[src/rtl/gate_array_pkg.sv]
// Shared opcode type, buffer depth and identity-element helper for the gated logic pipe.
package gate_array_pkg;

  typedef enum logic [2:0] {
    OP_AND  = 3'd0,
    OP_OR   = 3'd1,
    OP_XOR  = 3'd2,
    OP_NAND = 3'd3,
    OP_NOR  = 3'd4,
    OP_XNOR = 3'd5,
    OP_NOT  = 3'd6,
    OP_PASS = 3'd7
  } gate_op_e;

  localparam int BUF_DEPTH = 2;
  localparam int MAX_W     = 64;

  // Callers truncate the word to their own operand width.
  function automatic logic [MAX_W-1:0] identity_word(input gate_op_e op);
    return (op == OP_AND || op == OP_NAND) ? {MAX_W{1'b1}} : {MAX_W{1'b0}};
  endfunction

endpackage

[src/rtl/gate_array_pipe_reduce.sv]
// Combinational masked bitwise reduction over N_IN operands for one selectable logic function.
module gate_reduce
  import gate_array_pkg::*;
#(
  parameter int WIDTH = 8,
  parameter int N_IN  = 3
) (
  input  logic [N_IN*WIDTH-1:0] data,
  input  logic [N_IN-1:0]       mask,
  input  gate_op_e              op,
  output logic [WIDTH-1:0]      result
);

  logic [WIDTH-1:0] ident;
  logic [WIDTH-1:0] opnd;
  logic [WIDTH-1:0] acc_and;
  logic [WIDTH-1:0] acc_or;
  logic [WIDTH-1:0] acc_xor;

  assign ident = WIDTH'(identity_word(op));

  // Identity substitution only has to be right for the family op selects below.
  always_comb begin
    acc_and = '1;
    acc_or  = '0;
    acc_xor = '0;
    opnd    = '0;
    for (int i = 0; i < N_IN; i++) begin
      opnd    = mask[i] ? data[i*WIDTH +: WIDTH] : ident;
      acc_and = acc_and & opnd;
      acc_or  = acc_or | opnd;
      acc_xor = acc_xor ^ opnd;
    end
  end

  always_comb begin
    result = '0;
    case (op)
      OP_AND:  result = acc_and;
      OP_OR:   result = acc_or;
      OP_XOR:  result = acc_xor;
      OP_NAND: result = ~acc_and;
      OP_NOR:  result = ~acc_or;
      OP_XNOR: result = ~acc_xor;
      OP_NOT:  result = ~data[WIDTH-1:0];
      default: result = data[WIDTH-1:0];
    endcase
  end

endmodule

[src/rtl/gate_array_pipe.sv]
// Masked multi-operand logic gate with a 2-entry valid/ready output buffer and accept counter.
module gate_array_pipe
  import gate_array_pkg::*;
#(
  parameter int WIDTH = 8,
  parameter int N_IN  = 3,
  parameter int CNT_W = 16
) (
  input  logic                  clk,
  input  logic                  rst,
  input  logic                  in_valid,
  output logic                  in_ready,
  input  logic [2:0]            in_op,
  input  logic [N_IN-1:0]       in_mask,
  input  logic [N_IN*WIDTH-1:0] in_data,
  output logic                  out_valid,
  input  logic                  out_ready,
  output logic [WIDTH-1:0]      out_data,
  output logic                  out_zero,
  output logic [CNT_W-1:0]      op_count
);

  logic [WIDTH-1:0]     result_p0;
  logic                 zero_p0;
  logic [WIDTH-1:0]     buf_data_p1 [BUF_DEPTH];
  logic [BUF_DEPTH-1:0] buf_zero_p1;
  logic                 wr_ptr;
  logic                 rd_ptr;
  logic [1:0]           count;
  logic [1:0]           count_next;
  logic                 accept;
  logic                 pop;

  gate_reduce #(
    .WIDTH (WIDTH),
    .N_IN  (N_IN)
  ) u_reduce (
    .data   (in_data),
    .mask   (in_mask),
    .op     (gate_op_e'(in_op)),
    .result (result_p0)
  );

  assign zero_p0 = (result_p0 == '0);
  assign accept  = in_valid && in_ready;
  assign pop     = out_valid && out_ready;

  always_comb begin
    count_next = count;
    case ({accept, pop})
      2'b10:   count_next = count + 2'd1;
      2'b01:   count_next = count - 2'd1;
      default: count_next = count;
    endcase
  end

  // p0 -> p1: capture the combinational result into the buffer slot
  always_ff @(posedge clk) begin
    if (rst) begin
      count       <= '0;
      wr_ptr      <= 1'b0;
      rd_ptr      <= 1'b0;
      in_ready    <= 1'b1;
      out_valid   <= 1'b0;
      op_count    <= '0;
      buf_zero_p1 <= '0;
      for (int i = 0; i < BUF_DEPTH; i++) buf_data_p1[i] <= '0;
    end else begin
      count     <= count_next;
      in_ready  <= (count_next < 2'(BUF_DEPTH));
      out_valid <= (count_next != 2'd0);
      if (accept) begin
        buf_data_p1[wr_ptr] <= result_p0;
        buf_zero_p1[wr_ptr] <= zero_p0;
        wr_ptr              <= ~wr_ptr;
        op_count            <= op_count + CNT_W'(1);
      end
      if (pop) rd_ptr <= ~rd_ptr;
    end
  end

  assign out_data = buf_data_p1[rd_ptr];
  assign out_zero = buf_zero_p1[rd_ptr];

endmodule
[config.mk]
export PLATFORM = sky130hd
export DESIGN_NAME = gate_array_pipe
export DESIGN_NICKNAME = d
export VERILOG_FILES = /design/src/rtl/gate_array_pkg.sv /design/src/rtl/gate_array_pipe_reduce.sv /design/src/rtl/gate_array_pipe.sv
export SDC_FILE = /design/constraint.sdc
export NUM_CORES = 1
export LEC_CHECK = 0
export ABC_AREA = 1
export CORE_MARGIN = 2
export CORE_UTILIZATION = 48
export DETAILED_ROUTE_END_ITERATION = 6
export PLACE_DENSITY = 0.78
export SETUP_SLACK_MARGIN = 0.1
export SLEW_MARGIN = 20
export SYNTH_ARGS = -nofsm -noshare
export SYNTH_HDL_FRONTEND = slang
export SYNTH_SLANG_ARGS = --single-unit
[constraint.sdc]
create_clock -name clk -period 2.35 [get_ports clk]
set_input_delay 0.47 -clock clk [delete_from_list [all_inputs] [get_ports clk]]
set_output_delay 0.47 -clock clk [all_outputs]
set_load 0.02 [all_outputs]
==> flow_metrics.py, run 1 <==
metrics = {
    "status": {
        "status": "complete, no violations",
    },
    "synthesis": {
        "postSynthAreaPerCell_um2": 6.92,
        "synth_top_family_by_area": "simple AND/OR/NAND/NOR gates",
        "syn_area_mm2": 0.00313,
        "syn_nets": 504,
        "synth_warnings": 0,
        "synth-compound-area-share": 0.105,
        "synth_edf_count": 16,
        "synth-xor-area-share": 0.0112,
        "ys_ff_latch": 41,
        "yosys_most_used_dff": "dfxtp_1",
        "ys_seq_area_frac": 0.314,
        "synthCells": 452,
        "synth_cell_type_count": 35,
        "synthMuxAreaShare": 0.0288,
        "async_flop_share": 0,
        "synthAdderAreaFrac": 0.0720,
        "yosys.area_share.simple": 0.352,
    },
    "floorplanning": {
        "fp.dieH_um": 84.7,
        "die_w_um": 84.7,
        "std_cell_rows": 29,
        "start_util": 0.495,
        "io-pin-count": 61,
        "fp.dieArea_mm2": 0.00718,
        "core_mm2": 0.00631,
    },
    "worst_setup_path": {
        "path_max_fanout": 8,
        "crit_path_start_kind": "input pin",
        "worstSetupPathType": "input pin to register",
        "crit_end": "buf_zero_p1[0]",
        "r2r_start": "op_count[0]",
        "timing.rr.end": "op_count[14]",
        "reg2reg_slack_ns": 0.48,
        "end_kind": "register",
        "r2r_cells": 9,
        "cp.arrival_ns": 2.45,
        "worstSetupStartpoint": "in_op[0]",
        "required_ns": 2.59,
    },
    "global_routing": {
        "grt_pass1_wl_um": 14000,
        "overflow": 0,
        "grt_pass1_vias": 3166,
        "grt_max_degree": 15,
        "antenna_found_initial": 0,
        "grtUsageTotal": 0.236,
    },
    "sta": {
        "tns_ns": 0,
        "rsz0062_at_grt": "yes",
        "slew_headroom": 0.748,
        "fin_skew_ns": 0.00803,
        "setup_viol": 0,
        "worst_pin_slew_ns": 0.376,
        "worst_slack_ns": 0.145,
        "fin_crit_ns": 2.21,
        "fmax_ghz": 0.454,
        "final_max_slew_viol_count": 0,
        "period_share": 0.938,
        "report.final.hold_viol_count": 0,
    },
    "clock_network": {
        "cts_buffers": 5,
        "path_clk_slew_ns": 0.08,
        "cts.sinks": 41,
        "htree_levels": 2,
        "cts_buffer_depth": 2,
        "tritoncts": "yes",
        "clkLatencyLatePin_ns": 0.30,
        "cts-root-buf": "clkbuf_8",
        "ctsHoldBuffers": 0,
    },
    "route": {
        "dr_wl_met2_um": 4380,
        "drc_errors": 0,
        "routedWlPerCell_um": 13.3,
        "wl_met3_um": 484,
        "ant_nets": 0,
        "highest_layer": "met4",
        "detail_route.vias_per_cell": 5.22,
        "drtIter0Drc": 165,
        "route.vias.total": 3363,
        "dr.pass1.iters": 5,
        "drt-total-wl_um": 8570,
        "m1WireLength_um": 3560,
    },
    "finish": {
        "multi_input_area_mm2": 0.00193,
        "seqCellArea_um2": 982,
        "stdcell_count": 644,
        "insertedDiodeCount": 0,
        "drive_above_1_share": 0.249,
        "nNetsFinal": 618,
        "syn2layout_area_growth_pct": 42.3,
        "num-fill-cells": 505,
        "final_common_cell": "nand2_1",
        "layout_common_cells": "nand2_1, inv_1, buf_4, clkdlybuf4s50_1, nor2_1",
    },
    "worst_hold_path": {
        "hold_depth": 2,
        "hold_class": "register to register",
    },
    "power_and_ir_drop": {
        "total_power_mw": 2.40,
        "p_leak_nw": 2.10,
        "ir_drop_mv": 0.707,
        "power.density_mw_per_mm2": 541,
    },
    "placed_design": {
        "gp_congestion": 0.881,
        "dp_hpwl_um": 6360,
        "post-place-cells": 627,
        "place_ws_ns": -0.641,
        "numPortBuffers": 60,
    },
    "flow_run": {
        "maxCapViolations": 0,
    },
}
==> critical path, cell delays in order <==
cell and delay (ns):
clkbuf_4 0.15, nor2_4 0.13, nand2_4 0.07, nand2_4 0.09, inv_8 0.05, nand2_8 0.10, o21ai_2 0.07, inv_1 0.06
ha_1 0.24, inv_1 0.06, nand3_1 0.08, nand3_1 0.09, nand2_1 0.06, nor2_1 0.14, nand2_1 0.08, nand2_2 0.11
nand2_1 0.08, nor2_2 0.15, nand3_1 0.10, nand2_1 0.07
==> state kept, by name, indices dropped and copies added, names as in the netlist, named ones only <==
| name | count |
|---|---|
| buf_data_p1 | 16 |
| buf_zero_p1 | 2 |
| count | 2 |
| in_ready | 1 |
| op_count | 16 |
| out_valid | 1 |
| rd_ptr | 1 |
| wr_ptr | 1 |
==> metrics by stage <==
stage / hold WS, ns / utilization / cell area, um2
floorplan: 0.447 / - / 3130
global placement: 0.458 / 0.649 / 4100
detailed placement: 0.475 / 0.649 / 4100
CTS: 0.485 / 0.684 / 4320
global route: 0.509 / 0.705 / 4450
finish: 0.491 / 0.705 / 4450
==> synthesized netlist by cell type, types with 2 or more instances <==
master | n | area, um2
nor2_1 | 49 | 184
o211ai_1 | 7 | 52.6
nor3b_1 | 2 | 15.0
buf_6 | 5 | 56.3
inv_2 | 2 | 7.51
nand2_2 | 10 | 62.6
xor2_1 | 2 | 17.5
o21a_1 | 2 | 15.0
nor3_1 | 6 | 30.0
inv_1 | 68 | 255
nand3b_1 | 3 | 22.5
a21oi_1 | 20 | 100
nand3_1 | 41 | 205
dfxtp_1 | 25 | 500
xnor2_1 | 2 | 17.5
ha_1 | 18 | 225
mux2_2 | 8 | 90.1
edfxtp_1 | 16 | 480
o21ai_0 | 32 | 160
clkbuf_1 | 2 | 7.51
nand4_1 | 4 | 25.0
nand2_1 | 103 | 387
or2_2 | 11 | 68.8
nor4_1 | 3 | 18.8
==> worst min-delay path by stage <==
stage / start / to / slack (ns)
after floorplan: wr_ptr / wr_ptr / 0.45
after global placement: wr_ptr / wr_ptr / 0.46
after detailed placement: wr_ptr / wr_ptr / 0.48
after CTS: wr_ptr / wr_ptr / 0.48
after global routing: wr_ptr / wr_ptr / 0.51
final: wr_ptr / wr_ptr / 0.49
==> logic make-up (layout without fill, tap and decap cells) <==
family,count (synthesis),count (layout)
xor+xnor,4,4
fa+ha+maj,18,18
simple gates,240,240
buf+inv,80,195
mux,8,8
compound gates,61,61
flops,41,41
==> report_power, final <==
part	internal (mW)	switching, mW	total (mW)
Sequential	0.822	0.0466	0.869
Combinational	0.410	0.486	0.895
Clock	0.385	0.256	0.641
Total	1.62	0.788	2.40
==> repair_timing <==
| item | in CTS | in global routing |
|---|---|---|
| pin swaps | 1 | 14 |
| gates resized for setup | 45 | 40 |
| buffers inserted | 1 | 6 |
| cloned | 2 | 0 |
| setup endpoints to repair | 26 | 19 |
==> final cells by class <==
| type | instances | share of cell area |
|---|---|---|
| Timing Repair Buffer | 115 | 0.228 |
| Inverter | 70 | 0.0622 |
| Timing Repair inverter | 2 | 0.00338 |
| Clock buffer | 6 | 0.0211 |
| Sequential cell | 41 | 0.221 |
| Clock inverter | 2 | 0.00872 |
| Tap cell | 77 | 0.0217 |
| Multi-Input combinational cell | 331 | 0.434 |
==> metal layers <==
metal / track usage / vias up
met5: 0 / -
met4: 0.0722 / 0
met3: 0.0265 / 14
met2: 0.412 / 121
met1: 0.307 / 1535
li1: - / 1693
Power figures use the tool's default switching activity.
==> run 2: changes to the inputs <==
--- a/config.mk
+++ b/config.mk
@@ -9,5 +9,7 @@
 export CORE_MARGIN = 2
-export CORE_UTILIZATION = 48
+export CORE_UTILIZATION = 55
 export DETAILED_ROUTE_END_ITERATION = 6
-export PLACE_DENSITY = 0.78
+export DONT_BUFFER_PORTS = 1
+export PLACE_DENSITY = 0.73
+export RECOVER_POWER = 100
 export SETUP_SLACK_MARGIN = 0.1
--- a/constraint.sdc
+++ b/constraint.sdc
@@ -3,2 +3,2 @@
 set_output_delay 0.47 -clock clk [all_outputs]
-set_load 0.02 [all_outputs]
+set_load 0.005 [all_outputs]
==> flow_metrics.py, run 2 (synthesis gave the netlist of run 1 again) <==
metrics = {
    "clock_network": {
        "cts_setup_buffers": 0,
        "clkLatencyLatePin_ns": 0.29,
        "htree_levels": 2,
        "cts_buffer_depth": 2,
        "cts_buffers": 5,
        "tritoncts": "yes",
        "cts.sinks": 41,
        "cts-root-buf": "clkbuf_8",
        "path_clk_slew_ns": 0.08,
    },
    "finish": {
        "drive_above_1_share": 0.129,
        "final_area_mm2": 0.00334,
        "layout_common_cells": "nand2_1, inv_1, nor2_1, nand3_1, o21ai_0",
        "insertedDiodeCount": 0,
        "nNetsFinal": 510,
        "largestRegisters": "buf_data_p1 x16, op_count x16",
        "syn2layout_area_growth_pct": 6.80,
        "final_common_cell": "nand2_1",
        "stdcell_count": 531,
    },
    "route": {
        "dr.pass1.iters": 7,
        "drc_errors": 0,
        "routedWlPerCell_um": 13.4,
        "detail_route.vias_per_cell": 5.34,
        "drtIter0Drc": 115,
        "route.vias.total": 2836,
        "drt-total-wl_um": 7110,
        "ant_nets": 0,
    },
    "worst_setup_path": {
        "worstSetupPathType": "input pin to register",
        "required_ns": 2.58,
        "crit_path_start_kind": "input pin",
        "cp.arrival_ns": 2.34,
        "end_kind": "register",
        "r2r_cells": 9,
        "path_max_fanout": 8,
        "reg2reg_slack_ns": 0.52,
    },
    "power_and_ir_drop": {
        "p_seq_frac": 0.430,
        "ir_drop_mv": 0.323,
        "intPower_mw": 1.40,
        "p_sw_frac": 0.307,
        "p_clk_frac": 0.314,
        "power.density_mw_per_mm2": 606,
        "p_leak_nw": 1.58,
        "total_power_mw": 2.02,
        "p_switching_mw": 0.622,
        "combPwrFrac": 0.257,
    },
    "sta": {
        "rsz0062_at_grt": "no",
        "setup_viol": 0,
        "slew_headroom": 0.744,
        "final_max_slew_viol_count": 0,
        "fin_skew_ns": 0.00682,
        "period_share": 0.899,
        "fmax_ghz": 0.473,
        "report.final.hold_viol_count": 0,
        "worst_pin_slew_ns": 0.383,
        "tns_ns": 0,
        "fin_crit_ns": 2.11,
    },
    "global_routing": {
        "grt_max_degree": 26,
        "grtUsageTotal": 0.234,
        "grt.met3_usage": 0.0543,
        "antenna_found_initial": 0,
        "overflow": 0,
        "gr-usage-met1": 0.308,
        "grt.met2_usage": 0.391,
        "grt_pass1_vias": 2623,
        "top_usage_layer": "met2",
        "grt_pass1_wl_um": 11800,
    },
    "floorplanning": {
        "start_util": 0.568,
        "std_cell_rows": 27,
        "fp.dieArea_mm2": 0.00630,
        "fp.dieH_um": 79.4,
        "core_mm2": 0.00551,
        "io-pin-count": 61,
        "die_w_um": 79.4,
    },
    "flow_run": {
        "maxCapViolations": 0,
    },
    "status": {
        "status": "complete, no violations",
    },
    "placed_design": {
        "dp_hpwl_um": 5500,
        "placed_area_mm2": 0.00318,
        "numPortBuffers": 0,
        "post-place-cells": 523,
        "gp_congestion": 0.899,
    },
    "worst_hold_path": {
        "hold_depth": 1,
        "hold_class": "input pin to register",
    },
}
==> run 2: cell types whose count changed in the layout (fill, tap and decap cells not counted), sizes merged <==
cell	delta
clkdlybuf4s50	-51
dlymetal6s2s	-4
clkbuf	-5
inv	-1
buf	-46
clkinvlp	-1
==> run 2: stage by stage <==
step	hold WS (ns)	setup slack, ns	utilization
3_5_place_dp	0.469	-0.0702	0.578
3_3_place_gp	0.457	-0.00678	0.578
5_1_grt	0.222	0.0385	0.606
2_1_floorplan	0.447	0.119	-
6_report	0.239	0.236	0.606
4_1_cts	0.228	0.226	0.602
==> run 2: per-layer routing <==
layer / vias up / routed length [um]
li1: 1471 / -
met4: 0 / 107
met1: 1274 / 3030
met2: 81 / 3380
met5: - / 0
met3: 10 / 595
==> run 2: final timing paths <==
kind,from,end
min reg2reg,wr_ptr,wr_ptr
min,rst,count[0]
max,in_op[2],buf_zero_p1[0]
max reg2reg,op_count[0],op_count[14]
==> run 2: cell type report <==
cell class	count	area, um2
sequential	41	981
timing repair buffer	9	67.6
multi-input combinational	331	1800
tap	72	90.1
inverter	70	270
fill	519	2170
clock inverter	2	38.8
clock buffer	6	93.8
==> run 2: critical path: stages <==
cell and delay, ns:
inv_2 0.04, nand2_2 0.10, nand2_1 0.05, inv_1 0.13, nand2_4 0.11, o21ai_1 0.14
inv_1 0.07, ha_1 0.31, nand3b_1 0.19, nand3_1 0.10, nand2_1 0.05, nor2_1 0.08
nand2_1 0.05, nand2_1 0.11, nand2_1 0.06, nor2_1 0.13, nand3_1 0.08, nand2_1 0.07
==> run 2: repair_timing <==
action	4_1_cts	5_1_grt
endpoints found under the setup margin	0	2
resized for setup	0	12
hold buffers	0	0
==> run 2: power groups by stage <==
stage                     clock network [mW]  registers (mW)  logic, mW
final                                  0.634           0.869      0.519
after global routing                   0.675           0.880      0.594
after CTS                              0.650           0.872      0.518
after detailed placement                   0           0.887      0.514
after global placement                     0           0.885      0.499
after floorplan                            0           0.870      0.440
